==> config.mk <==
export PLATFORM = sky130hd
export DESIGN_NAME = mem_stage
export DESIGN_NICKNAME = d
export VERILOG_FILES = /design/src/rtl/core_pkg.sv /design/src/rtl/mem_wb_reg.sv /design/src/rtl/mem_stage.sv
export SDC_FILE = /design/constraint.sdc
export NUM_CORES = 1
export LEC_CHECK = 0
export CAP_MARGIN = 15
export CELL_PAD_IN_SITES_DETAIL_PLACEMENT = 1
export CELL_PAD_IN_SITES_GLOBAL_PLACEMENT = 2
export CORE_MARGIN = 10
export CORE_UTILIZATION = 38
export DETAILED_ROUTE_END_ITERATION = 6
export DONT_BUFFER_PORTS = 1
export GPL_ROUTABILITY_DRIVEN = 0
export PLACE_DENSITY = 0.85
export SLEW_MARGIN = 20
export SYNTH_ARGS = -nofsm -noshare
export SYNTH_HDL_FRONTEND = slang
export SYNTH_SLANG_ARGS = --single-unit
==> constraint.sdc <==
create_clock -name clk -period 6.13 [get_ports clk]
set_input_delay 0.613 -clock clk [delete_from_list [all_inputs] [get_ports clk]]
set_output_delay 0.613 -clock clk [all_outputs]
set_load 0.01 [all_outputs]
==> src/rtl/core_pkg.sv <==
// Shared types and constants for the pipelined RV32 core.
package core_pkg;

  localparam int XLEN = 32;

  typedef enum logic {
    IDLE = 1'b0,
    WAIT = 1'b1
  } state_e;

  // Writeback mux select encodings carried through MEM/WB.
  typedef enum logic [1:0] {
    WB_ALU = 2'b00,
    WB_MEM = 2'b01,
    WB_PC  = 2'b10
  } wb_sel_e;

  typedef struct packed {
    logic            reg_file_write;
    logic [1:0]      select_mux_4;
    logic [4:0]      addr_rd;
    logic [XLEN-1:0] alu;
    logic [XLEN-1:0] mem_data;
    logic [XLEN-1:0] add_pc;
  } wb_bundle_t;

  function automatic logic misaligned(input logic [1:0] addr_lsb);
    return addr_lsb != 2'b00;
  endfunction

endpackage

==> src/rtl/mem_wb_reg.sv <==
// MEM/WB pipeline register; loads either the incoming bundle or a bubble every cycle.
module mem_wb_reg
  import core_pkg::*;
(
  input  logic       clk,
  input  logic       reset,
  input  logic       bubble_i,
  input  wb_bundle_t bundle_i,
  output logic       valid_o,
  output wb_bundle_t bundle_o
);

  logic       valid_q;
  wb_bundle_t bundle_q;

  // A bubble zeroes the whole bundle so WB never sees stale write enables.
  always_ff @(posedge clk or posedge reset) begin
    if (reset) begin
      valid_q  <= 1'b0;
      bundle_q <= '0;
    end else if (bubble_i) begin
      valid_q  <= 1'b0;
      bundle_q <= '0;
    end else begin
      valid_q  <= 1'b1;
      bundle_q <= bundle_i;
    end
  end

  assign valid_o  = valid_q;
  assign bundle_o = bundle_q;

endmodule

==> src/rtl/mem_stage.sv <==
// MEM stage: data-memory access over a req/ack bus with upstream stall,
// access timeout, branch resolution and the MEM/WB handoff.
module mem_stage
  import core_pkg::*;
#(
  parameter int TIMEOUT = 16,
  parameter int CNT_W   = 5
) (
  input  logic            clk,
  input  logic            reset,
  input  logic            mem_re_in,
  input  logic            mem_we_in,
  input  logic            reg_file_write_in,
  input  logic            branch_in,
  input  logic            branch_instruction_in,
  input  logic [1:0]      select_mux_2_in,
  input  logic [1:0]      select_mux_4_in,
  input  logic [XLEN-1:0] reg_b_in,
  input  logic [4:0]      addr_rd_in,
  input  logic [XLEN-1:0] alu_in,
  input  logic [XLEN-1:0] add_pc_in,
  output logic            dmem_req,
  output logic            dmem_we,
  output logic [XLEN-1:0] dmem_addr,
  output logic [XLEN-1:0] dmem_wdata,
  input  logic [XLEN-1:0] dmem_rdata,
  input  logic            dmem_ack,
  output logic            stall,
  output logic            pc_src,
  output logic [XLEN-1:0] branch_target,
  output logic [1:0]      select_mux_2_out,
  output logic            wb_valid,
  output logic            reg_file_write_out,
  output logic [1:0]      select_mux_4_out,
  output logic [4:0]      addr_rd_out,
  output logic [XLEN-1:0] alu_out,
  output logic [XLEN-1:0] mem_data_out,
  output logic [XLEN-1:0] add_pc_out,
  output logic            bus_error,
  output logic            misalign_error
);

  state_e            state_q, state_d;
  logic [CNT_W-1:0]  cnt_q, cnt_d;
  logic [XLEN-1:0]   addr_q, addr_d;
  logic [XLEN-1:0]   wdata_q, wdata_d;
  logic              we_q, we_d;
  logic              bus_err_q, bus_err_d;
  logic              misalign_q, misalign_d;
  logic              access;
  logic              wb_load;
  logic              wb_from_bus;
  wb_bundle_t        wb_in;
  wb_bundle_t        wb_out;

  // Load and store both set is treated as a store via we_d = mem_we_in.
  assign access = mem_re_in | mem_we_in;

  always_comb begin
    // NOTE: every next-state value gets its hold value first, so no branch can infer a latch.
    state_d     = state_q;
    cnt_d       = cnt_q;
    addr_d      = addr_q;
    wdata_d     = wdata_q;
    we_d        = we_q;
    bus_err_d   = bus_err_q;
    misalign_d  = misalign_q;
    stall       = 1'b0;
    wb_load     = 1'b0;
    wb_from_bus = 1'b0;
    case (state_q)
      IDLE: begin
        if (!access) begin
          wb_load = 1'b1;
        end else if (misaligned(alu_in[1:0])) begin
          misalign_d = 1'b1;
        end else begin
          state_d = WAIT;
          addr_d  = alu_in;
          wdata_d = reg_b_in;
          we_d    = mem_we_in;
          cnt_d   = '0;
          stall   = 1'b1;
        end
      end
      WAIT: begin
        if (dmem_ack) begin
          state_d     = IDLE;
          cnt_d       = '0;
          wb_load     = 1'b1;
          wb_from_bus = 1'b1;
        end else if (cnt_q == CNT_W'(TIMEOUT - 1)) begin
          state_d   = IDLE;
          cnt_d     = '0;
          bus_err_d = 1'b1;
        end else begin
          cnt_d = cnt_q + CNT_W'(1);
          stall = 1'b1;
        end
      end
      default: state_d = IDLE;
    endcase
  end

  // NOTE: sequential state uses non-blocking assignments so every register samples pre-edge values.
  always_ff @(posedge clk or posedge reset) begin
    if (reset) begin
      state_q    <= IDLE;
      cnt_q      <= '0;
      addr_q     <= '0;
      wdata_q    <= '0;
      we_q       <= 1'b0;
      bus_err_q  <= 1'b0;
      misalign_q <= 1'b0;
    end else begin
      state_q    <= state_d;
      cnt_q      <= cnt_d;
      addr_q     <= addr_d;
      wdata_q    <= wdata_d;
      we_q       <= we_d;
      bus_err_q  <= bus_err_d;
      misalign_q <= misalign_d;
    end
  end

  always_comb begin
    wb_in.reg_file_write = reg_file_write_in & ~(wb_from_bus & we_q);
    wb_in.select_mux_4   = select_mux_4_in;
    wb_in.addr_rd        = addr_rd_in;
    wb_in.alu            = alu_in;
    wb_in.mem_data       = (wb_from_bus && !we_q) ? dmem_rdata : '0;
    wb_in.add_pc         = add_pc_in;
  end

  mem_wb_reg u_mem_wb (
    .clk      (clk),
    .reset    (reset),
    .bubble_i (~wb_load),
    .bundle_i (wb_in),
    .valid_o  (wb_valid),
    .bundle_o (wb_out)
  );

  assign dmem_req   = (state_q == WAIT);
  assign dmem_we    = dmem_req & we_q;
  assign dmem_addr  = addr_q;
  assign dmem_wdata = wdata_q;

  // Branches resolve only when no access is in flight.
  assign pc_src           = branch_instruction_in & branch_in & (state_q == IDLE);
  assign branch_target    = add_pc_in;
  assign select_mux_2_out = select_mux_2_in;

  assign reg_file_write_out = wb_out.reg_file_write;
  assign select_mux_4_out   = wb_out.select_mux_4;
  assign addr_rd_out        = wb_out.addr_rd;
  assign alu_out            = wb_out.alu;
  assign mem_data_out       = wb_out.mem_data;
  assign add_pc_out         = wb_out.add_pc;
  assign bus_error          = bus_err_q;
  assign misalign_error     = misalign_q;

endmodule

==> results.md <==
* Cell leakage power at 3.23 nW
* Setup TNS at 0 ps
* Post-Syn Instances at 433
* Post-Syn Area at 6400 um^2
* Final Net Count at 551
* Post-DP HPWL at 13,300 um
* Final Hold Viols at 0
* VDD IR max at 183 uV
* Number of global-route vias before repair at 3,495
* Slew margin rel. at 0.344
* Core ar. at 16,500 um^2
* Worst skew pair latency at 420 ps
* Most common cell after layout, fill and taps aside: dfrtp_1
* Height of the die at 150 um
* DRT Pass-1 Iters at 4
* Initial DRC Count at 91
* Clock slew seen by the registers of the worst setup and hold paths at 60 ps
* Pwr dens at 390 nW/um^2
* Port buffer count at 0
* Post-route DRC at 0
* Run status: finished clean
* Largest net degree at the start of global routing at 100
* Final setup viols at 0
* Mean Syn Cell Area at 14.8 um^2
* #FFs+latches synth at 178
* Synth area leader: dfrtp_1
* Gate power share at 0.069
* Fillers at 1,682
* Netlist cell types at 28
* Pins Over Slew Limit at 0
* WL/cell at 26.1 um
* Power share of the sequential group at 0.557
* Chip width at 150 um
* Row count at 47
* DIE AREA at 22,400 um^2
* Sequential area share after synthesis at 0.696
* Vias per cell at 4.86
* Setup bufs post-CTS at 0
* Minimum clock period at 2460 ps
* CTS Buf Count at 17
* H-tree levels at 4
* Top Ports at 354
* Critical path arrival at 1840 ps
* CTS Hold Bufs at 0
* Post-route cell area at 6940 um^2
* Via count at 3,127
* Area Growth Syn to Fin at 8.36%
* Grt ovf at 0
* Number of synthesized flops with an enable pin at 0
* GRT Resource Usage Total at 0.145
* Unrepaired setup endpoints after global routing: false
* Top cell type's share of synthesized area at 0.696
* Switching pwr at 0.719 mW
* Asr flop ratio synth at 1.00
* Total Wirelength at 16,800 um
* Slew at the pin closest to its max-slew limit at 984 ps
* Worst-path maximum fanout at 8
* Initial Util at 0.388
* Critical path type: reg2out
* Synth area leaders: dfrtp_1, and2_1, mux2_1
* CTS tree: yes
* Internal at 1.99 mW
* Antenna violation net count after detailed routing at 0
* CTS max path bufs at 2
* Critical Path Source Type: register
* Fmax at 0.407 GHz
* Initial antenna violation count at 7
* Clk_skew at 7.50 ps
* Worst hold path type: in2async
* Worst Path Required at 5520 ps
* Critical path capture point type: output pin
* Sw Ratio at 0.266
* Syn_nets at 579
* Fraction of layout cells with a size suffix above 1 at 0.156
* Fin crit share at 0.401
* Clock Sinks at 178
* Max Cap Violations at 0
* Dpl cell area at 6370 um^2
* Post_cts resized at 0
* Top_reg_cell synth: dfrtp_1
* Most frequent cells in the layout: dfrtp_1, and2_1, mux2_1
* First-pass GRT wire length at 24,000 um
* CTS root buf: clkbuf_16
* Yosys Warn Count at 0
* Clock Power Share at 0.375
-- power by group through the flow --
stage,clock [mW],sequential (mW),combinational [mW]
global placement,0,1.52,0.177
detailed placement,0,1.53,0.194
floorplan,0,1.47,0.181
CTS,1.04,1.51,0.194
global route,1.10,1.53,0.213
finish,1.01,1.51,0.185
-- cell type report --
type	count	area, um^2	area share
Clock inverter	11	104	0.0150
Sequential cell	178	4450	0.642
Multi-Input combinational cell	200	1590	0.229
Inverter	4	20.0	0.00288
Clock buffer	20	447	0.0644
Antenna cell	7	17.5	0.00252
Timing Repair Buffer	4	30.0	0.00433
Tap cell	220	275	0.0397
-- registers in the layout, summed over array words and instances, names as in the netlist --
signal             cells
bus_error              1
cnt_q                  5
dmem_addr             32
dmem_req               1
dmem_wdata            32
misalign_error         1
u_mem_wb.bundle_o    104
u_mem_wb.valid_o       1
we_q                   1
-- stage by stage --
stage	hold slack (ps)	power (mW)	worst slack [ps]	util	instances
6_report	201	2.70	3670	0.420	644
5_1_grt	277	2.84	3490	0.420	642
4_1_cts	244	2.75	3600	0.419	637
3_5_place_dp	518	1.73	3760	0.386	606
3_3_place_gp	490	1.70	3840	0.386	606
2_1_floorplan	478	1.65	687	-	433
-- kinds of logic after synthesis --
| family | after synthesis | share of synthesized area |
|---|---|---|
| simple gates | 123 | 0.119 |
| xor+xnor | 1 | 0.00137 |
| compound gates | 11 | 0.0121 |
| fa+ha+maj | 1 | 0.00195 |
| buf+inv | 55 | 0.0580 |
| mux | 64 | 0.112 |
| flops | 178 | 0.696 |
-- worst paths after layout --
check                      cells past startpoint                               to  slack [ps]                  from
min in group clk                               1   u_mem_wb.bundle_o[8]$_DFF_PP0_         310          add_pc_in[8]
min reg2reg                                    1             cnt_q[0]$_DFFE_PP0P_         530  cnt_q[0]$_DFFE_PP0P_
max                                            3                            stall        3670    dmem_req$_DFF_PP0_
max reg2reg                                    3       dmem_wdata[30]$_DFFE_PP0P_        4010    dmem_req$_DFF_PP0_
max in group asynchronous                      2  u_mem_wb.bundle_o[23]$_DFF_PP0_        4370                 reset
min                                            1        dmem_wdata[4]$_DFFE_PP0P_         200                 reset
-- synthesized netlist by cell type, types with 3 or more instances --
library cell	count
and2_1	104
o21ai_0	4
nor2b_1	5
dfrtp_1	178
buf_4	35
buf_2	3
mux2_1	37
inv_1	4
buf_6	4
mux2_2	26
nor2_1	3
nand3_1	3
clkbuf_1	9
-- worst max-delay path, stage by stage, from the launching register on --
cell and delay [ps]:
dfrtp_1 640, nor2b_1 290, o21ai_0 230, nand2b_1 260
-- layer usage --
metal  track usage  wire (um)  up-vias
met5             0          0        -
met4        0.0500        283        0
met3        0.0945       2360       18
met2         0.256       8970      216
met1         0.131       5220     1581
li1              -          -     1312
No activity file was read; power rests on OpenSTA's default activity.
